<file path="config.mk">
export PLATFORM = sky130hd
export DESIGN_NAME = wt_dcache_rd_arb_flat
export DESIGN_NICKNAME = d
export VERILOG_FILES = /design/src/rtl/wt_dcache_rd_arb_if.sv /design/src/rtl/wt_dcache_rd_arb.sv /design/src/flat_wrapper.sv
export SDC_FILE = /design/constraint.sdc
export NUM_CORES = 1
export LEC_CHECK = 0
export CAP_MARGIN = 25
export CORE_AREA = 2 2 147 149
export DETAILED_ROUTE_END_ITERATION = 16
export DIE_AREA = 0 0 149 151
export PLACE_DENSITY = 0.51
export SYNTH_ARGS = -nofsm -noshare
export SYNTH_HDL_FRONTEND = slang
export SYNTH_SLANG_ARGS = --single-unit
</file>
<file path="constraint.sdc">
create_clock -name clk_i -period 3.4 [get_ports clk_i]
set_input_delay 0.34 -clock clk_i [delete_from_list [all_inputs] [get_ports clk_i]]
set_output_delay 0.34 -clock clk_i [all_outputs]
set_load 0.02 [all_outputs]
</file>
<file path="src/rtl/wt_dcache_rd_arb_if.sv">
// Read-port bundles: per-controller side and single memory side.
interface wt_dcache_rd_arb_if #(
  parameter int NumPorts  = 3,
  parameter int IdxWidth  = 6,
  parameter int OffWidth  = 4,
  parameter int TagWidth  = 44,
  parameter int Ways      = 4,
  parameter int DataWidth = 64
);
  logic [NumPorts-1:0]          req;
  logic [NumPorts*IdxWidth-1:0] idx;
  logic [NumPorts*OffWidth-1:0] off;
  logic [NumPorts-1:0]          tag_only;
  logic [NumPorts*TagWidth-1:0] tag;
  logic [NumPorts-1:0]          ack;
  logic [NumPorts-1:0]          rvld;
  logic [DataWidth-1:0]         data;
  logic [Ways-1:0]              vld_bits;
  logic [Ways-1:0]              hit_oh;

  modport master (
    output req, idx, off, tag_only, tag,
    input  ack, rvld, data, vld_bits, hit_oh
  );
  modport slave (
    input  req, idx, off, tag_only, tag,
    output ack, rvld, data, vld_bits, hit_oh
  );
endinterface

interface wt_dcache_mem_rd_if #(
  parameter int IdxWidth  = 6,
  parameter int OffWidth  = 4,
  parameter int TagWidth  = 44,
  parameter int Ways      = 4,
  parameter int DataWidth = 64
);
  logic                 req;
  logic                 ack;
  logic [IdxWidth-1:0]  idx;
  logic [OffWidth-1:0]  off;
  logic                 tag_only;
  logic [TagWidth-1:0]  tag;
  logic [DataWidth-1:0] data;
  logic [Ways-1:0]      vld_bits;
  logic [Ways-1:0]      hit_oh;

  modport master (
    output req, idx, off, tag_only, tag,
    input  ack, data, vld_bits, hit_oh
  );
  modport slave (
    input  req, idx, off, tag_only, tag,
    output ack, data, vld_bits, hit_oh
  );
endinterface

</file>
<file path="src/rtl/wt_dcache_rd_arb.sv">
// Round-robin arbiter for the shared two-phase dcache read port.
// Optional starvation override: WT_DCACHE_RD_ARB_STARVE_EN.
module wt_dcache_rd_arb #(
  parameter int NumPorts  = 3,
  parameter int IdxWidth  = 6,
  parameter int OffWidth  = 4,
  parameter int TagWidth  = 44,
  parameter int Ways      = 4,
  parameter int DataWidth = 64,
  parameter int StarveThr = 8
) (
  input  logic clk_i,
  input  logic rst_i,
  input  logic wr_busy_i,
  wt_dcache_rd_arb_if.slave  rd_slv,
  wt_dcache_mem_rd_if.master mem_mst
);

  localparam int PtrW =
    (NumPorts > 1) ? $clog2(NumPorts) : 1;

  typedef logic [PtrW-1:0] ptr_t;

  if (NumPorts < 1 || StarveThr < 1) begin : g_bad_cfg
    $error("wt_dcache_rd_arb: bad parameters");
  end

  ptr_t rr_ptr_q, rr_ptr_d;
  ptr_t gnt_q, gnt_d;
  ptr_t hold_idx_q, hold_idx_d;
  logic rvld_q, rvld_d;
  logic hold_q, hold_d;

  ptr_t g;
  logic found;
  int unsigned pidx;
  logic mem_req;
  logic acc;
  logic [NumPorts-1:0] ack_v;

`ifdef WT_DCACHE_RD_ARB_STARVE_EN
  localparam int CntW = $clog2(StarveThr + 1);

  logic [NumPorts-1:0][CntW-1:0] cnt_q, cnt_d;
  logic starve_hit;

  always_comb begin
    for (int i = 0; i < NumPorts; i++) begin
      cnt_d[i] = cnt_q[i];
      if (!rd_slv.req[i] || ack_v[i]) begin
        cnt_d[i] = '0;
      end else if (cnt_q[i] != CntW'(StarveThr)) begin
        cnt_d[i] = cnt_q[i] + CntW'(1);
      end
    end
  end

  always_ff @(posedge clk_i) begin
    if (rst_i) begin
      cnt_q <= '0;
    end else begin
      cnt_q <= cnt_d;
    end
  end
`endif

  // Grant selection: rr scan, then sticky hold, then starvation.
  always_comb begin
    g     = rr_ptr_q;
    found = 1'b0;
    pidx  = 0;
    for (int i = 0; i < NumPorts; i++) begin
      pidx = (int'(rr_ptr_q) + i) % NumPorts;
      if (!found && rd_slv.req[pidx]) begin
        g     = ptr_t'(pidx);
        found = 1'b1;
      end
    end
    if (hold_q && rd_slv.req[hold_idx_q]) begin
      g = hold_idx_q;
    end
`ifdef WT_DCACHE_RD_ARB_STARVE_EN
    starve_hit = 1'b0;
    for (int i = 0; i < NumPorts; i++) begin
      if (!starve_hit && rd_slv.req[i] &&
          cnt_q[i] == CntW'(StarveThr)) begin
        g          = ptr_t'(i);
        starve_hit = 1'b1;
      end
    end
`endif
  end

  assign mem_req = (|rd_slv.req) & ~wr_busy_i & ~rst_i;
  assign acc     = mem_req & mem_mst.ack;

  always_comb begin
    ack_v = '0;
    if (acc) begin
      ack_v[g] = 1'b1;
    end
  end

  always_comb begin
    rr_ptr_d   = rr_ptr_q;
    gnt_d      = gnt_q;
    rvld_d     = 1'b0;
    hold_d     = hold_q;
    hold_idx_d = hold_idx_q;
    if (hold_q && !rd_slv.req[hold_idx_q]) begin
      hold_d = 1'b0;
    end
    if (acc) begin
      rr_ptr_d = (int'(g) == NumPorts - 1) ?
                 '0 : g + ptr_t'(1);
      gnt_d    = g;
      rvld_d   = 1'b1;
      hold_d   = 1'b0;
    end else if (mem_req) begin
      hold_d     = 1'b1;
      hold_idx_d = g;
    end
  end

  always_ff @(posedge clk_i) begin
    if (rst_i) begin
      rr_ptr_q   <= '0;
      gnt_q      <= '0;
      rvld_q     <= 1'b0;
      hold_q     <= 1'b0;
      hold_idx_q <= '0;
    end else begin
      rr_ptr_q   <= rr_ptr_d;
      gnt_q      <= gnt_d;
      rvld_q     <= rvld_d;
      hold_q     <= hold_d;
      hold_idx_q <= hold_idx_d;
    end
  end

  always_comb begin
    mem_mst.req      = mem_req;
    mem_mst.idx      = '0;
    mem_mst.off      = '0;
    mem_mst.tag_only = 1'b0;
    mem_mst.tag      = '0;
    rd_slv.ack       = ack_v;
    rd_slv.rvld      = '0;
    rd_slv.data      = '0;
    rd_slv.vld_bits  = '0;
    rd_slv.hit_oh    = '0;
    if (mem_req) begin
      mem_mst.idx      = rd_slv.idx[g*IdxWidth +: IdxWidth];
      mem_mst.off      = rd_slv.off[g*OffWidth +: OffWidth];
      mem_mst.tag_only = rd_slv.tag_only[g];
    end
    // Cycle-1 phase: tag follows the port accepted last cycle.
    if (rvld_q && !rst_i) begin
      mem_mst.tag        = rd_slv.tag[gnt_q*TagWidth +: TagWidth];
      rd_slv.rvld[gnt_q] = 1'b1;
    end
    if (!rst_i) begin
      rd_slv.data     = mem_mst.data;
      rd_slv.vld_bits = mem_mst.vld_bits;
      rd_slv.hit_oh   = mem_mst.hit_oh;
    end
  end

endmodule

</file>
<file path="src/flat_wrapper.sv">
// flat-port wrapper written by rule: the top's interface ports become plain ports
module wt_dcache_rd_arb_flat 
#(
  parameter int NumPorts  = 3,
  parameter int IdxWidth  = 6,
  parameter int OffWidth  = 4,
  parameter int TagWidth  = 44,
  parameter int Ways      = 4,
  parameter int DataWidth = 64,
  parameter int StarveThr = 8
)
  (clk_i, rst_i, wr_busy_i, rd_slv_req, rd_slv_idx, rd_slv_off, rd_slv_tag_only, rd_slv_tag, rd_slv_ack, rd_slv_rvld, rd_slv_data, rd_slv_vld_bits, rd_slv_hit_oh, mem_mst_req, mem_mst_idx, mem_mst_off, mem_mst_tag_only, mem_mst_tag, mem_mst_ack, mem_mst_data, mem_mst_vld_bits, mem_mst_hit_oh);
  wt_dcache_rd_arb_if #(.NumPorts(NumPorts), .IdxWidth(IdxWidth), .OffWidth(OffWidth), .TagWidth(TagWidth), .Ways(Ways), .DataWidth(DataWidth)) rd_slv_i ();
  wt_dcache_mem_rd_if #(.IdxWidth(IdxWidth), .OffWidth(OffWidth), .TagWidth(TagWidth), .Ways(Ways), .DataWidth(DataWidth)) mem_mst_i ();
  input  logic clk_i;
  input  logic rst_i;
  input  logic wr_busy_i;
  input wire logic [$bits(rd_slv_i.req)-1:0] rd_slv_req;
  input wire logic [$bits(rd_slv_i.idx)-1:0] rd_slv_idx;
  input wire logic [$bits(rd_slv_i.off)-1:0] rd_slv_off;
  input wire logic [$bits(rd_slv_i.tag_only)-1:0] rd_slv_tag_only;
  input wire logic [$bits(rd_slv_i.tag)-1:0] rd_slv_tag;
  output wire logic [$bits(rd_slv_i.ack)-1:0] rd_slv_ack;
  output wire logic [$bits(rd_slv_i.rvld)-1:0] rd_slv_rvld;
  output wire logic [$bits(rd_slv_i.data)-1:0] rd_slv_data;
  output wire logic [$bits(rd_slv_i.vld_bits)-1:0] rd_slv_vld_bits;
  output wire logic [$bits(rd_slv_i.hit_oh)-1:0] rd_slv_hit_oh;
  output wire logic [$bits(mem_mst_i.req)-1:0] mem_mst_req;
  output wire logic [$bits(mem_mst_i.idx)-1:0] mem_mst_idx;
  output wire logic [$bits(mem_mst_i.off)-1:0] mem_mst_off;
  output wire logic [$bits(mem_mst_i.tag_only)-1:0] mem_mst_tag_only;
  output wire logic [$bits(mem_mst_i.tag)-1:0] mem_mst_tag;
  input wire logic [$bits(mem_mst_i.ack)-1:0] mem_mst_ack;
  input wire logic [$bits(mem_mst_i.data)-1:0] mem_mst_data;
  input wire logic [$bits(mem_mst_i.vld_bits)-1:0] mem_mst_vld_bits;
  input wire logic [$bits(mem_mst_i.hit_oh)-1:0] mem_mst_hit_oh;
  assign rd_slv_i.req = rd_slv_req;
  assign rd_slv_i.idx = rd_slv_idx;
  assign rd_slv_i.off = rd_slv_off;
  assign rd_slv_i.tag_only = rd_slv_tag_only;
  assign rd_slv_i.tag = rd_slv_tag;
  assign rd_slv_ack = rd_slv_i.ack;
  assign rd_slv_rvld = rd_slv_i.rvld;
  assign rd_slv_data = rd_slv_i.data;
  assign rd_slv_vld_bits = rd_slv_i.vld_bits;
  assign rd_slv_hit_oh = rd_slv_i.hit_oh;
  assign mem_mst_req = mem_mst_i.req;
  assign mem_mst_idx = mem_mst_i.idx;
  assign mem_mst_off = mem_mst_i.off;
  assign mem_mst_tag_only = mem_mst_i.tag_only;
  assign mem_mst_tag = mem_mst_i.tag;
  assign mem_mst_i.ack = mem_mst_ack;
  assign mem_mst_i.data = mem_mst_data;
  assign mem_mst_i.vld_bits = mem_mst_vld_bits;
  assign mem_mst_i.hit_oh = mem_mst_hit_oh;
  wt_dcache_rd_arb #(.NumPorts(NumPorts), .IdxWidth(IdxWidth), .OffWidth(OffWidth), .TagWidth(TagWidth), .Ways(Ways), .DataWidth(DataWidth), .StarveThr(StarveThr)) u_core (.clk_i(clk_i), .rst_i(rst_i), .wr_busy_i(wr_busy_i), .rd_slv(rd_slv_i), .mem_mst(mem_mst_i));
endmodule
</file>
==> out/results.tsv, run 1 <==
metric	value	unit
status	finished, violations left	
violations	setup timing	
drt_iter0_drc	175	
power.share.switching	35.5	%
place_congestion	0.810	
final_antenna_net_count	0	
worst_path_max_delay_cell	clkdlybuf4s50_1	
regArea	163	µm²
power.leakage	0.00253	µW
path_class	reg -> out	
hold_class	in -> reg	
p_seq_share	8.6	%
cts_inserted_buffers	3	
yosys-top-cells-count	95 x nor2_1, 74 x nor2b_1, 47 x mux2i_1, 45 x a21oi_1, 21 x clkbuf_1	
synth_flop_cell	dfxtp_1	
root_buffer	clkbuf_16	
yosysWarningCount	0	
n_antenna_cell	0	
max_stage_delay	0.53	ns
reg2reg_depth	11	
min_from	rst_i	
postSynthAreaPerCell	6.47	µm²
dp_cells	1041	
clk_pin_slew	0.04	ns
grt_first_pass_wirelength	25.4	mm
r2r-end	u_core.gnt_q[1]	
synthTopCellsByArea	mux2i_1 18%, nor2b_1 18%, nor2_1 14%	
cts_tree	done	
synthArstFlopShare	0	%
crit_chain	buf_4, buf_4, ha_1, nand3b_1, buf_4, o211ai_2, o21ai_1, o31ai_4, buf_4, nor4b_1, a221o_1, clkdlybuf4s50_1	
drc_errors	0	
core-area	20800	µm²
syn2layout_area_growth	169	%
viasPerCell	4.08	
hold_depth	2	
switchingPower	434	µW
rows	53	
postSynthCellCount	396	
ys_types	47	
io_pins	378	
fin_ws	-0.0295	ns
synth_top_area_share	18.4	%
arrival	3.09	ns
hold_end	u_core.gnt_q[0]	
cts_htree_levels	1	
wire_per_inst	17.7	µm
netlist.top_cell.by_area	mux2i_1	
wirelength	18.5	mm
power_density	177	nW/µm²
ff2ff_setup_slack	1.07	ns
clock_latency	0.23	ns
finalSetupViolations	1	
placed_area	6780	µm²
fmax	292	MHz
dieArea	22500	µm²
fin_crit	3.43	ns
power_frac_clock	15.8	%
grt_pass1_vias	4171	
crit_family	buffers and inverters	
path_max_fanout	14	
crit_required	3.06	ns
grt_use_total	14.9	%
antenna_found_initial	2	
worst_setup_path_end_kind	output port	
layout.cells.non_filler	1045	
peakVddDrop	0.110	mV
place_ws	-0.386	ns
io_buffers	377	
fin_util	33.1	%
cap_viol_max_count	0	
syn-num-nets	644	
slew_headroom	53.6	%
hold_violations	0	
start_util	12.3	%
num_vias	4265	
ys_ff_latch	8	
start_kind	register	
reg2reg_from	u_core.rr_ptr_q[0]	
slew_viol_final	0	
fin_nets	1020	
synth-edff-count	0	
final_area	6900	µm²
first_pass_iters	6	
die-width	149	µm
syn-cell-area	2560	µm²
multi_input_area	2230	µm²
fillerInstances	2283	
drive_above_1_share	7.14	%
p_comb_share	75.6	%
grt_overflow	0	
worst_path_most_repeated_cell	buf_4	
p_int	787	µW
rsz0062_at_grt	yes	
worst_slew_pin_slew	0.695	ns
seq_area_frac_synth	6.25	%
grt_start_max_net_pins	73	
synth_most_common_cell	nor2_1	
cts_buffer_depth	2	
skew	0.000317	ns
path_buf_inv	5	
period_share	101	%
dp_hpwl	15.9	mm
die_h	151	µm
clkSinkCount	8	
layout by cell type, fill, tap and decap left out, types with 3 or more instances in the layout:
master           netlist  layout
inv_1                  7       7
and2_1                 3       3
nor2_1                95      95
clkbuf_16              0       3
mux2i_1               47      46
clkdlybuf4s50_1        0     364
dfxtp_1                8       6
nor2b_1               74      73
a21oi_1               45      45
nor3_1                 7       7
dlygate4sd2_1          0       8
nand3b_1               3       3
nor4b_1               11      10
nand2_1                7       7
a221o_1               11      11
buf_12                 0       5
a211oi_1               4       4
buf_4                  3      29
area by class of cell:
| class | count | share of cell area [%] |
|---|---|---|
| Sequential cell | 8 | 2.36 |
| Tap cell | 275 | 4.99 |
| Clock buffer | 3 | 1.09 |
| Timing Repair Buffer | 409 | 58.9 |
| Multi-Input combinational cell | 342 | 32.3 |
| Inverter | 8 | 0.435 |
state kept, by name, summed over array words and instances, names as in the netlist:
name,count
u_core.hold_idx_q,2
u_core.hold_q,1
u_core.rr_ptr_q,2
u_core.rvld_q,1
u_core.gnt_q,2
how the worst max path moves through the flow:
stage,start,end,cells past startpoint
finish,u_core.rr_ptr_q[0],mem_mst_idx[0],12
CTS,u_core.rr_ptr_q[0],mem_mst_tag_only,12
global route,u_core.rr_ptr_q[0],mem_mst_idx[0],12
floorplan,u_core.rr_ptr_q[0],mem_mst_idx[0],10
detailed placement,rd_slv_req[2],mem_mst_idx[1],9
global placement,rd_slv_req[2],mem_mst_idx[1],8
routing by layer:
metal	vias to the layer above	global-route usage (%)	routed length, µm
li1	2111	-	-
met1	1906	16.0	6750
met2	218	27.8	9510
met3	26	3.70	1450
met4	4	6.10	758
met5	-	0	25
logic make-up (layout without fill, tap and decap cells):
| family | after synthesis | after routing | synth area share, % |
|---|---|---|---|
| AND/OR/NAND/NOR | 213 | 213 | 44.0 |
| AO/OA/AOI/OAI | 77 | 77 | 20.7 |
| multiplexers | 48 | 48 | 18.8 |
| buffers and inverters | 46 | 420 | 8.35 |
| flip-flops | 8 | 8 | 6.25 |
| adder cells (fa/ha/maj) | 4 | 4 | 1.95 |
stage by stage:
step	setup TNS, ns	hold WS (ns)	total power (µW)
after detailed placement	-3.07	0.542	1030
after global placement	-2.94	0.545	1030
after global routing	-0.372	0.443	1300
final	-0.0295	0.418	1220
after CTS	-0.303	0.416	1240
after floorplan	0	0.506	485
worst reg2reg max path: stages (launching register included):
cell and delay [ns]:
dfxtp_1 0.30, buf_4 0.13, buf_4 0.13, ha_1 0.25, nand3b_1 0.25, buf_4 0.18, o211ai_2 0.07, o21ai_1 0.12
o31ai_4 0.30, buf_4 0.26, nor2_1 0.09, nor3_1 0.17
power groups by stage:
stage / sequential [µW] / clock, µW / combinational [µW]
global route: 106 / 202 / 994
global placement: 107 / 0 / 926
finish: 105 / 192 / 924
floorplan: 105 / 0 / 380
CTS: 105 / 197 / 934
detailed placement: 107 / 0 / 925
repair_timing:
item | in CTS | in global routing
hold endpoints to repair | 0 | 0
resized for setup | 11 | 5
hold buffers | 0 | 0
setup endpoints to repair | 10 | 8
gates cloned | 0 | 0
pin swaps | 0 | 1
setup buffers | 1 | 0
(Power assumes the default switching activity.)
==> run 2: changes to the inputs <==
Settings changed: CAP_MARGIN 25 to 10, REMOVE_ABC_BUFFERS set to 1.
==> run 2 against run 1 <==
  * The run now ends clean
  * Routed wire length shrank 5.0%
  * Clock skew grew 0.00070 ns
  * Total power is essentially flat
  * Utilization grew 0.16 points
  * Critical path depth shrank 1
  * Setup slack gained 0.23 ns
  * Cell count grew 0.96%
  * Sequential power grew 6%
  * Worst hold slack gained 0.091 ns
  * Critical endpoint is now rd_slv_ack[1]
  * Largest power group unchanged
==> out/results.tsv, run 2 (same netlist as run 1, synthesis figures left out) <==
metric	value	unit	change
start_kind	register		
wirelength	17.6	mm	-5.0%
fin_ws	0.201	ns	+0.231 ns
grt_overflow	0		unchanged
clkSinkCount	8		unchanged
crit_chain	buf_4, ha_4, mux2i_4, o21ai_2, buf_4, o21ai_1, o31ai_4, buf_4, buf_4, nor3_1, clkdlybuf4s50_1		
dp_hpwl	14.6	mm	-8.3%
worst_path_most_repeated_cell	buf_4		
power_density	176	nW/µm²	-0.42%
antenna_found_initial	2		unchanged
status	finished, final reports clean		
path_buf_inv	5		unchanged
holdWs	0.509	ns	+0.0906 ns
finalSetupTns	0	ns	+0.0295 ns
peakVddDrop	0.121	mV	+10%
core-area	20800	µm²	unchanged
viasPerCell	4.05		-0.67%
drt_iter0_drc	157		-10%
cts_tree	done		
rsz0062_at_grt	no		
skew	0.00102	ns	+0.000703 ns
crit_family	buffers and inverters		
io_buffers	377		unchanged
fin_crit	3.20	ns	-0.231 ns
io_pins	378		unchanged
crit_required	3.06	ns	about the same
layout_commonest_cell	clkdlybuf4s50_1		
clock_latency	0.23	ns	about the same
dieArea	22500	µm²	unchanged
slew_headroom	43.3	%	-10 points
hold_class	in -> reg		
final_cell_mix	362 x clkdlybuf4s50_1, 95 x nor2_1, 73 x nor2b_1		
place_ws	-0.372	ns	+0.0132 ns
worst_setup_path_end_kind	output port		
fin_total_pwr	1220	µW	about the same
power.leakage	0.00258	µW	+1.9%
final_antenna_net_count	0		unchanged
num_vias	4277		+0.28%
place_congestion	0.805		-0.57%
cap_viol_max_count	0		unchanged
die_h	151	µm	unchanged
syn2layout_area_growth	170	%	
path_class	reg -> out		
cts_htree_levels	1		unchanged
grt_start_max_net_pins	69		-5.5%
arrival	2.86	ns	-0.23 ns
drive_above_1_share	7.98	%	+0.84 points
wire_per_inst	16.7	µm	-5.9%
cts_buffer_depth	2		unchanged
cts_inserted_buffers	3		unchanged
fin_nets	1027		+0.69%
drc_errors	0		unchanged
reg_top3	u_core.gnt_q x2, u_core.hold_idx_q x2, u_core.rr_ptr_q x2		
max_stage_delay	0.64	ns	+0.11 ns
worst_slew_pin_slew	0.850	ns	+0.155 ns
hold_buffers	0		unchanged
first_pass_iters	4		-2
grt_use_total	14.2	%	-0.66 points
fin_util	33.3	%	+0.16 points
fmax	313	MHz	+7.2%
slew_viol_final	0		unchanged
root_buffer	clkbuf_16		
hold_violations	0		unchanged
die-width	149	µm	unchanged
period_share	94.1	%	-6.8 points
grt_first_pass_wirelength	25.0	mm	-1.5%
finalSetupViolations	0		-1
start_util	12.3	%	unchanged
grt_pass1_vias	4405		+5.6%
clk_pin_slew	0.04	ns	about the same
path_max_fanout	6		-8
worst_path_max_delay_cell	clkdlybuf4s50_1		
rows	53		unchanged
fillerInstances	2223		-2.6%
[run 2: worst paths after layout]
path / from / to / slack, ns / cells past startpoint
max: u_core.rr_ptr_q[0] / rd_slv_ack[1] / 0.20 / 11
min: rst_i / u_core.gnt_q[0] / 0.51 / 3
max reg2reg: u_core.rr_ptr_q[0] / u_core.gnt_q[1] / 1.21 / 11
min reg2reg: u_core.hold_idx_q[0] / u_core.hold_idx_q[0] / 0.56 / 2
[run 2: final cells by class]
class                      count  area [µm²]  area share (%)
clock buffer                   3        75.1            1.08
sequential                     8         163            2.35
timing repair buffer         416        4070            58.6
inverter                       8        30.0           0.433
multi-input combinational    342        2250            32.4
tap                          275         344            4.96
antenna                        3        7.51           0.108
[run 2: stage by stage]
step	cells	area (µm²)
after global placement	1045	6760
after CTS	1052	6890
after detailed placement	1045	6760
after floorplan	358	2380
final	1055	6930
after global routing	1053	6930
[run 2: layer usage]
layer / GRT usage [%] / part of all wire, % / up-vias
met5: 0 / 0 / -
met4: 3.57 / 1.1 / 0
met3: 4.40 / 9.9 / 8
met2: 27.3 / 53 / 215
met1: 15.1 / 36 / 1923
li1: - / - / 2131
[run 2: what timing repair did]
action,4_1_cts,5_1_grt
pin swaps,1,1
buffers inserted,4,0
cloned,0,0
setup endpoints to repair,11,14
resized for setup,14,7
[run 2: worst register-to-register path, stage by stage (launching register included)]
cell and delay (ns):
dfxtp_1 0.34, buf_4 0.13, ha_4 0.17, mux2_2 0.34, nand2_1 0.10, buf_4 0.12, o21ai_1 0.09, o31ai_4 0.28
buf_4 0.16, buf_4 0.13, nor2_1 0.06, nor3_1 0.19
[run 2: report_power, final]
| group | switching (µW) | total [µW] | internal, µW |
|---|---|---|---|
| Sequential | 10.7 | 111 | 100 |
| Combinational | 380 | 920 | 541 |
| Clock | 40.1 | 191 | 151 |
==> run 3: changes to the inputs <==
Settings changed: PLACE_DENSITY 0.51 to not set.
==> run 3 against run 2 <==
  * Non-clock buffer count shrank 12
  * Design area shrank 1.6%
  * First-iteration DRC count shrank 29%
  * Total power shrank 2.3%
  * Routed wire length shrank 8.0%
  * Clock-buffer cell count is the same
  * Clock skew grew 0.0025 ns
  * Via count shrank 0.72%
==> out/results.tsv, run 3 (same netlist as run 1, synthesis figures left out) <==
metric	value	unit	change
clk_pin_slew	0.04	ns	about the same
period_share	93.8	%	-0.28 points
max_stage_delay	0.42	ns	-0.22 ns
hold_class	reg -> reg		
grt_overflow	0		unchanged
path_buf_inv	4		-1
reg2reg_from	u_core.rr_ptr_q[0]		
rows	53		unchanged
critical_path_depth	11		unchanged
slew_viol_final	0		unchanged
dp_hpwl	13.6	mm	-7.1%
num_vias	4246		-0.72%
finalSetupViolations	0		unchanged
fin_nets	1015		-1.2%
fmax	314	MHz	+0.30%
skew	0.00354	ns	+0.00252 ns
cts_inserted_buffers	3		unchanged
syn2layout_area_growth	166	%	
drive_above_1_share	6.54	%	-1.4 points
hold_depth	2		-1
rsz0062_at_grt	no		
worst_setup_path_end_kind	output port		
layout.cells.non_filler	1040		-1.4%
ff2ff_setup_slack	1.19	ns	-0.02 ns
worst_slew_pin_slew	1.05	ns	+0.196 ns
first_pass_iters	4		unchanged
drc_errors	0		unchanged
start_util	12.3	%	unchanged
cap_viol_max_count	0		unchanged
root_buffer	clkbuf_16		
start_kind	register		
final_antenna_net_count	0		unchanged
worst_path_most_repeated_cell	buf_4		
grt_pass1_vias	4114		-6.6%
r2r-end	u_core.gnt_q[1]		
reg2reg_depth	10		-1
dieArea	22500	µm²	unchanged
io_buffers	377		unchanged
final_cell_mix	360 x clkdlybuf4s50_1, 95 x nor2_1, 73 x nor2b_1		
crit_required	3.06	ns	about the same
hold_violations	0		unchanged
arrival	2.85	ns	about the same
hold_end	u_core.hold_idx_q[1]		
io_pins	378		unchanged
power.leakage	0.00253	µW	-1.9%
grt_use_total	12.8	%	-1.4 points
status	finished, final reports clean		
cts_htree_levels	1		unchanged
die_h	151	µm	unchanged
min_from	u_core.hold_idx_q[1]		
crit_family	compound AO/OA/AOI/OAI gates		
cts_tree	done		
power_density	175	nW/µm²	-0.71%
wirelength	16.2	mm	-8.0%
path_max_fanout	10		+4
fin_total_pwr	1190	µW	-2.3%
n_antenna_cell	0		-3
place_congestion	0.824		+2.3%
cts_buffer_depth	2		unchanged
die-width	149	µm	unchanged
viasPerCell	4.08		+0.71%
worst_path_max_delay_cell	ha_2		
crit_chain	inv_1, ha_2, nand2_1, o221ai_1, o2111ai_2, buf_4, a311oi_2, and3_1, buf_4, a221o_1, dlygate4sd2_1		
path_class	reg -> out		
antenna_found_initial	0		-2
slew_headroom	30.3	%	-13 points
clock_latency	0.23	ns	about the same
core-area	20800	µm²	unchanged
reg_top3	u_core.gnt_q x2, u_core.hold_idx_q x2, u_core.rr_ptr_q x2		
grt_start_max_net_pins	80		+16%
dp_cells	1035		-0.96%
peakVddDrop	0.126	mV	+3.9%
grt_first_pass_wirelength	22.9	mm	-8.4%
layout_commonest_cell	clkdlybuf4s50_1		
wire_per_inst	15.5	µm	-6.7%
clkSinkCount	8		unchanged
fin_crit	3.19	ns	-0.00960 ns
drt_iter0_drc	111		-29%
[run 3: cell types whose count changed in the layout (fill, tap and decap cells not counted)]
cell,before,now
mux2i_4,1,0
ha_2,0,2
mux2i_2,0,1
ha_4,2,0
a2bb2oi_2,1,0
diode_2,3,0
buf_12,1,3
inv_2,1,0
a2bb2oi_1,0,1
clkdlybuf4s50_1,362,360
buf_4,40,28
inv_1,6,7
[run 3: how the worst max path moves through the flow]
stage,to,slack (ns),startpoint
after floorplan,mem_mst_tag[0],-0.21,u_core.gnt_q[0]
after global placement,mem_mst_off[1],-0.37,rd_slv_req[2]
after detailed placement,mem_mst_off[2],-0.32,rd_slv_req[2]
after CTS,rd_slv_ack[2],0.1,u_core.rr_ptr_q[0]
after global routing,mem_mst_idx[2],0.03,u_core.rr_ptr_q[0]
final,mem_mst_off[2],0.21,u_core.rr_ptr_q[0]
[run 3: stage by stage]
stage / hold slack, ns / setup WS [ns] / TNS, ns / utilization [%] / instance area [µm²]
after detailed placement: 0.563 / -0.325 / -2.44 / 32.2 / 6710
after global placement: 0.565 / -0.365 / -2.68 / 32.2 / 6710
after floorplan: 0.412 / -0.207 / -9.25 / - / 2380
final: 0.572 / 0.211 / 0 / 32.8 / 6820
after global routing: 0.597 / 0.0254 / 0 / 32.8 / 6820
after CTS: 0.571 / 0.0968 / 0 / 32.7 / 6810
[run 3: metal layers]
metal / wire (µm) / up-vias / part of all wire (%) / track usage [%]
li1: - / 2106 / - / -
met1: 6300 / 1889 / 39 / 15.2
met2: 7850 / 229 / 49 / 22.5
met3: 1540 / 22 / 9.5 / 3.52
met4: 480 / 0 / 3.0 / 4.10
met5: 0 / - / 0 / 0
[run 3: worst register-to-register path: stages (launching register included)]
cell       delay, ns
dfxtp_1         0.35
inv_1           0.07
ha_2            0.42
nand2_1         0.09
buf_4           0.15
o21a_1          0.16
a2bb2oi_1       0.17
o31ai_4         0.30
buf_4           0.21
nor2_1          0.06
nor3_1          0.15
[run 3: what timing repair did]
item,in CTS,in global routing
cloned,0,0
resized for setup,11,5
pin swaps,0,0
setup endpoints to repair,10,3
hold buffers,0,0
setup buffers,2,0
[run 3: power by group]
part,total (µW),switching [µW],internal [µW]
sequential,106,5.82,100
clock,196,44.2,151
combinational,892,373,519
[run 3: cell type report]
class	count	area, µm²
fillers	2236	14000
repair buffers	404	4000
multi-input cells	342	2210
well taps	275	344
flip-flops and latches	8	163
clock buffers	3	75.1
inverters	8	30.0
